**src/rtl/apb_arbiter.sv**
```systemverilog
// Two-master APB arbiter: round-robin grant onto one slave bus, SETUP/ACCESS
// sequencing, loser stalled through its pready, optional ACCESS-phase timeout.
module apb_arbiter #(
  parameter int PADDR_WL       = 8,
  parameter int PDATA_WL       = 8,
  parameter int TIMEOUT_CYCLES = 16
) (
  input  logic                clk,
  input  logic                reset_b,
  input  logic                m0_psel,
  input  logic                m0_penable,
  input  logic                m0_pwrite,
  input  logic [PADDR_WL-1:0] m0_paddr,
  input  logic [PDATA_WL-1:0] m0_pwdata,
  output logic [PDATA_WL-1:0] m0_prdata,
  output logic                m0_pready,
  output logic                m0_pslverr,
  input  logic                m1_psel,
  input  logic                m1_penable,
  input  logic                m1_pwrite,
  input  logic [PADDR_WL-1:0] m1_paddr,
  input  logic [PDATA_WL-1:0] m1_pwdata,
  output logic [PDATA_WL-1:0] m1_prdata,
  output logic                m1_pready,
  output logic                m1_pslverr,
  output logic                s_psel,
  output logic                s_penable,
  output logic                s_pwrite,
  output logic [PADDR_WL-1:0] s_paddr,
  output logic [PDATA_WL-1:0] s_pwdata,
  input  logic [PDATA_WL-1:0] s_prdata,
  input  logic                s_pready,
  input  logic                s_pslverr
);

  localparam int                CNT_WL   = $clog2(TIMEOUT_CYCLES) + 1;
  localparam bit                TO_EN    = (TIMEOUT_CYCLES != 0);
  localparam logic [CNT_WL-1:0] CNT_LAST = CNT_WL'(TO_EN ? TIMEOUT_CYCLES - 1 : 0);

  typedef enum logic [1:0] {
    IDLE   = 2'd0,
    SETUP  = 2'd1,
    ACCESS = 2'd2
  } state_t;

  state_t            state, state_next;
  logic              grant, grant_next;
  logic              last_grant, last_grant_next;
  logic [CNT_WL-1:0] cnt, cnt_next;
  logic              timeout;
  logic              done;

  // The masters' penable only marks their own access phase; the arbiter
  // re-generates penable for the slave from its own state.
  logic unused_penable;
  assign unused_penable = m0_penable ^ m1_penable;

  assign timeout = TO_EN && (state == ACCESS) && (cnt == CNT_LAST);
  assign done    = (state == ACCESS) && (s_pready || timeout);

  // NOTE: every next-state variable gets a default before the case, so no
  // path leaves one unassigned and no latch is inferred.
  always_comb begin
    state_next      = state;
    grant_next      = grant;
    last_grant_next = last_grant;
    cnt_next        = cnt;
    case (state)
      IDLE: begin
        if (m0_psel || m1_psel) begin
          grant_next = (m0_psel && m1_psel) ? ~last_grant : m1_psel;
          state_next = SETUP;
        end
      end
      SETUP: begin
        cnt_next   = '0;
        state_next = ACCESS;
      end
      ACCESS: begin
        if (done) begin
          last_grant_next = grant;
          state_next      = IDLE;
        end else if (cnt != '1) begin
          cnt_next = cnt + CNT_WL'(1);
        end
      end
      default: state_next = IDLE;
    endcase
  end

  // NOTE: sequential state uses non-blocking assignments so every register
  // samples the pre-edge values regardless of statement order.
  always_ff @(posedge clk or negedge reset_b) begin
    if (!reset_b) begin
      state      <= IDLE;
      grant      <= 1'b0;
      last_grant <= 1'b1;
      cnt        <= '0;
    end else begin
      state      <= state_next;
      grant      <= grant_next;
      last_grant <= last_grant_next;
      cnt        <= cnt_next;
    end
  end

  always_comb begin
    s_psel    = (state != IDLE);
    s_penable = (state == ACCESS);
    s_pwrite  = 1'b0;
    s_paddr   = '0;
    s_pwdata  = '0;
    if (s_psel) begin
      s_pwrite = grant ? m1_pwrite : m0_pwrite;
      s_paddr  = grant ? m1_paddr  : m0_paddr;
      s_pwdata = grant ? m1_pwdata : m0_pwdata;
    end
  end

  always_comb begin
    m0_pready  = done && !grant;
    m1_pready  = done && grant;
    m0_pslverr = m0_pready && (s_pslverr || timeout);
    m1_pslverr = m1_pready && (s_pslverr || timeout);
    m0_prdata  = m0_pready ? s_prdata : '0;
    m1_prdata  = m1_pready ? s_prdata : '0;
  end

endmodule

```
**config.mk**
```make
export PLATFORM = sky130hd
export DESIGN_NAME = apb_arbiter
export DESIGN_NICKNAME = d
export VERILOG_FILES = /design/src/rtl/apb_arbiter.sv
export SDC_FILE = /design/constraint.sdc
export NUM_CORES = 1
export LEC_CHECK = 0
export ABC_AREA = 0
export BUFFER_PORTS_ARGS = -buffer_cell sky130_fd_sc_hd__buf_4
export CAP_MARGIN = 20
export CELL_PAD_IN_SITES_DETAIL_PLACEMENT = 0
export CELL_PAD_IN_SITES_GLOBAL_PLACEMENT = 1
export CORE_MARGIN = 4
export CORE_UTILIZATION = 25
export CTS_CLUSTER_SIZE = 20
export DETAILED_ROUTE_END_ITERATION = 10
export PLACE_DENSITY = 0.87
export RECOVER_POWER = 50
export REMOVE_ABC_BUFFERS = 1
export SYNTH_ARGS = -nofsm -noshare
export SYNTH_HDL_FRONTEND = slang
export SYNTH_SLANG_ARGS = --single-unit
```
**constraint.sdc**
```tcl
create_clock -name clk -period 3.45 [get_ports clk]
set_clock_uncertainty 0.05 [all_clocks]
set_input_delay 0.345 -clock clk [delete_from_list [all_inputs] [get_ports clk]]
set_output_delay 0.345 -clock clk [all_outputs]
set_load 0.01 [all_outputs]
```
==> results.tsv <==
stage	metric	value	unit
run_status	status	finished, final reports clean	
timing	slew_headroom	29.2	%
timing	timing_worst_slew_pin_value	1.05	ns
setup_path	critical_path.cell_chain	ha_1 -> and3_1 -> ha_1 -> nor4b_1 -> mux2_2 -> a22o_2	
routing	avg_vias_per_cell	4.40	
power_and_ir_drop	cellLeakagePower	0.868	nW
clock_tree	clk_pin_slew_worst_paths	0.05	ns
setup_path	worst_r2r_startpoint	cnt[0]	
clock_tree	clock_insertion_delay_worst_skew	0.24	ns
placement	gpl.final_weighted_congestion	0.728	
timing	rsz0062_at_grt	false	
setup_path	critical-path-top-cell-by-count	sky130_fd_sc_hd__ha_1	
clock_tree	clock_tree.htree_level_count	1	
synthesis	syn_inst	109	
setup_path	cp.buffers_inverters	0	
clock_tree	buffer_levels_on_the_longest_clock_path	2	
layout	drive_above_1_share	40.3	%
setup_path	critical_path.max_stage_delay	0.92	ns
timing	fmax	360	MHz
die	initial_utilization	26.7	%
synthesis	ys_ff_latch	9	
global_route	largest_net_degree_at_the_start_of_global_routing	23	
setup_path	worst_setup_startpoint	cnt[0]	
synthesis	post_synth_edffs	0	
routing	drtAntennaViolNets	0	
global_route	grt_antenna_before_repair	0	
min_path	min-delay-path-class	primary input to flip-flop	
timing	timing.final.setup_violations	0	
timing	timing.final.hold_violations	0	
synthesis	yosysWarningCount	0	
timing	final-max-slew-violation-count	0	
setup_path	timing.critical_path.max_delay_family	simple AND/OR/NAND/NOR gates	
job	drv_cap	0	
clock_tree	cts_inserted_buffers	3	
layout	final_cell_count_no_fill	242	
synthesis	share_of_the_yosys_chip_area_belonging_to_registers	24.7	%
clock_tree	cts_setup_buffers	0	
timing	layout_min_cycle_time	2.78	ns
power_and_ir_drop	power.ir.vdd_worst	286	uV
die	row_count	21	
layout	nets	253	
global_route	first_global_vias	914	
min_path	hp-start	m1_psel	
die	die_height	68.6	um
die	die_width	68.6	um
synthesis	async_reset_ff_share	100	%
die	pin_count	89	
placement	post-place-cells	237	
setup_path	criticalPathCategory	flip-flop to flip-flop	
timing	tns	0	ns
routing	wire_per_inst	13.4	um
die	die_area	4710	um^2
routing	route.vias.total	1065	
routing	post-route-drc-count	0	
layout	insertedDiodeCount	0	
synthesis	synthesis.area	918	um^2
synthesis	syn-mean-instance-area	8.43	um^2
setup_path	slowest_stage	sky130_fd_sc_hd__nor4b_1	
setup_path	timing.critical_path.required	3.52	ns
clock_tree	tritoncts	built	
layout	synth_to_final_area_change	72.5	%
timing	period_share	80.5	%
setup_path	worst_setup_path_end_kind	flip-flop	
layout	n_fill_cell	364	
global_route	gr-usage-all-layers	12.4	%
setup_path	cp_max_fo	6	
placement	port_buffers	86	
routing	drt-total-wl	3.23	mm
synthesis	synth_cell_type_count	31	
power_and_ir_drop	power-per-cell-area	584	nW/um^2
routing	initialDrtViolationCount	35	
setup_path	endpoint_arrival_time_on_the_critical_path	2.85	ns
die	fp.coreArea	3440	um^2
clock_tree	cts.root.buffer_cell	sky130_fd_sc_hd__clkbuf_8	
synthesis	postSynth.topFlopCell	sky130_fd_sc_hd__dfrtp_1	
routing	drt_pass1_iterations	4	
placement	detailed_place_hpwl	2.65	mm
global_route	global_route_wire_length_before_repair	4.40	mm
clock_tree	tritoncts_num_sinks	9	
setup_path	critical_path.startpoint_type	flip-flop	
global_route	grt_overflow_total	0	
logic make-up (layout without fill, tap and decap cells):
logic type	after synthesis	count (layout)	synth area share (%)
buffers and inverters	11	98	5.18
adder cells (fa/ha/maj)	6	6	8.17
AND/OR/NAND/NOR	50	50	29.3
multiplexers	21	21	23.2
AO/OA/AOI/OAI	11	11	8.58
XOR/XNOR	1	1	0.954
flip-flops	9	9	24.7
cell usage after synthesis, types with 2 or more instances:
cell type | count | share of area [%]
sky130_fd_sc_hd__inv_1 | 6 | 2.5
sky130_fd_sc_hd__mux2_2 | 2 | 2.5
sky130_fd_sc_hd__o21ai_0 | 2 | 1.1
sky130_fd_sc_hd__and2_1 | 16 | 11
sky130_fd_sc_hd__dfrtp_1 | 8 | 22
sky130_fd_sc_hd__nand2b_1 | 2 | 1.4
sky130_fd_sc_hd__mux2i_1 | 19 | 21
sky130_fd_sc_hd__nor3_1 | 2 | 1.1
sky130_fd_sc_hd__nor2_1 | 20 | 8.2
sky130_fd_sc_hd__a21oi_1 | 2 | 1.1
sky130_fd_sc_hd__a22o_1 | 2 | 1.9
sky130_fd_sc_hd__ha_1 | 6 | 8.2
sky130_fd_sc_hd__nand2_1 | 4 | 1.6
final timing paths:
path	to	slack [ns]	cells after the start
max	cnt[1]	0.67	6
min	grant	0.33	2
max reg2reg	cnt[1]	0.67	6
min reg2reg	last_grant	0.46	1
max in group asynchronous	last_grant	2.45	2
min in group asynchronous	cnt[4]	0.54	2
final cells by class:
cell class	count	area, um^2	area share (%)
Tap cell	46	57.6	3.63
Inverter	6	22.5	1.42
Timing Repair Buffer	88	603	38.1
Multi-Input combinational cell	89	629	39.7
Clock buffer	4	45.0	2.84
Sequential cell	9	226	14.3
flip-flops by register name, indices dropped and copies added, names as in the netlist:
| signal | count |
|---|---|
| last_grant | 1 |
| state | 2 |
| cnt | 5 |
| grant | 1 |
what timing repair did:
item | in CTS | in global routing
gates resized for setup | 0 | 0
hold endpoints to repair | 8 | 0
hold buffers | 1 | 0
worst register-to-register path: cells and delay by family (launching register included):
family / cells / cell delay [ns]
simple gates: 2 / 1.13
fa+ha+maj: 2 / 0.46
mux: 1 / 0.42
flops: 1 / 0.41
compound gates: 1 / 0.20
metal layers:
layer  part of all wire, %  vias to the layer above  track usage, %
met1                    38                      463            15.5
met5                     0                        -               0
met3                    17                        2            6.00
li1                      -                      542               -
met4                  0.31                        0            2.98
met2                    44                       58            19.2
per-stage QoR:
stage / worst slack (ns) / power, mW / util, % / hold slack, ns / area [um^2]
final: 0.671 / 0.925 / 46.0 / 0.334 / 1580
after global routing: 0.432 / 1.01 / 46.0 / 0.354 / 1580
after CTS: 0.640 / 1.02 / 48.2 / 0.334 / 1660
after detailed placement: 0.926 / 0.884 / 46.6 / 0.127 / 1600
after global placement: 0.927 / 0.883 / 46.6 / 0.127 / 1600
after floorplan: 1.19 / 0.571 / - / -0.000591 / 893
power breakdown:
| group | switching [mW] | leakage (nW) | internal [mW] |
|---|---|---|---|
| Clock | 0.0440 | 0.0228 | 0.0807 |
| Combinational | 0.351 | 0.729 | 0.286 |
| Sequential | 0.0241 | 0.116 | 0.139 |
layout by cell type (no fill, tap or decap), types with 2 or more instances in the layout:
| cell | count |
|---|---|
| sky130_fd_sc_hd__o21ai_0 | 2 |
| sky130_fd_sc_hd__nand2_1 | 4 |
| sky130_fd_sc_hd__clkbuf_8 | 3 |
| sky130_fd_sc_hd__dfrtp_1 | 8 |
| sky130_fd_sc_hd__a21oi_1 | 2 |
| sky130_fd_sc_hd__mux2_2 | 2 |
| sky130_fd_sc_hd__nand2b_1 | 2 |
| sky130_fd_sc_hd__a22o_1 | 2 |
| sky130_fd_sc_hd__ha_1 | 6 |
| sky130_fd_sc_hd__mux2i_1 | 19 |
| sky130_fd_sc_hd__nor2_1 | 20 |
| sky130_fd_sc_hd__clkbuf_1 | 17 |
| sky130_fd_sc_hd__buf_4 | 71 |
| sky130_fd_sc_hd__nor3_1 | 2 |
| sky130_fd_sc_hd__inv_1 | 6 |
| sky130_fd_sc_hd__and2_1 | 16 |
No activity file was read; power rests on OpenSTA's default activity.
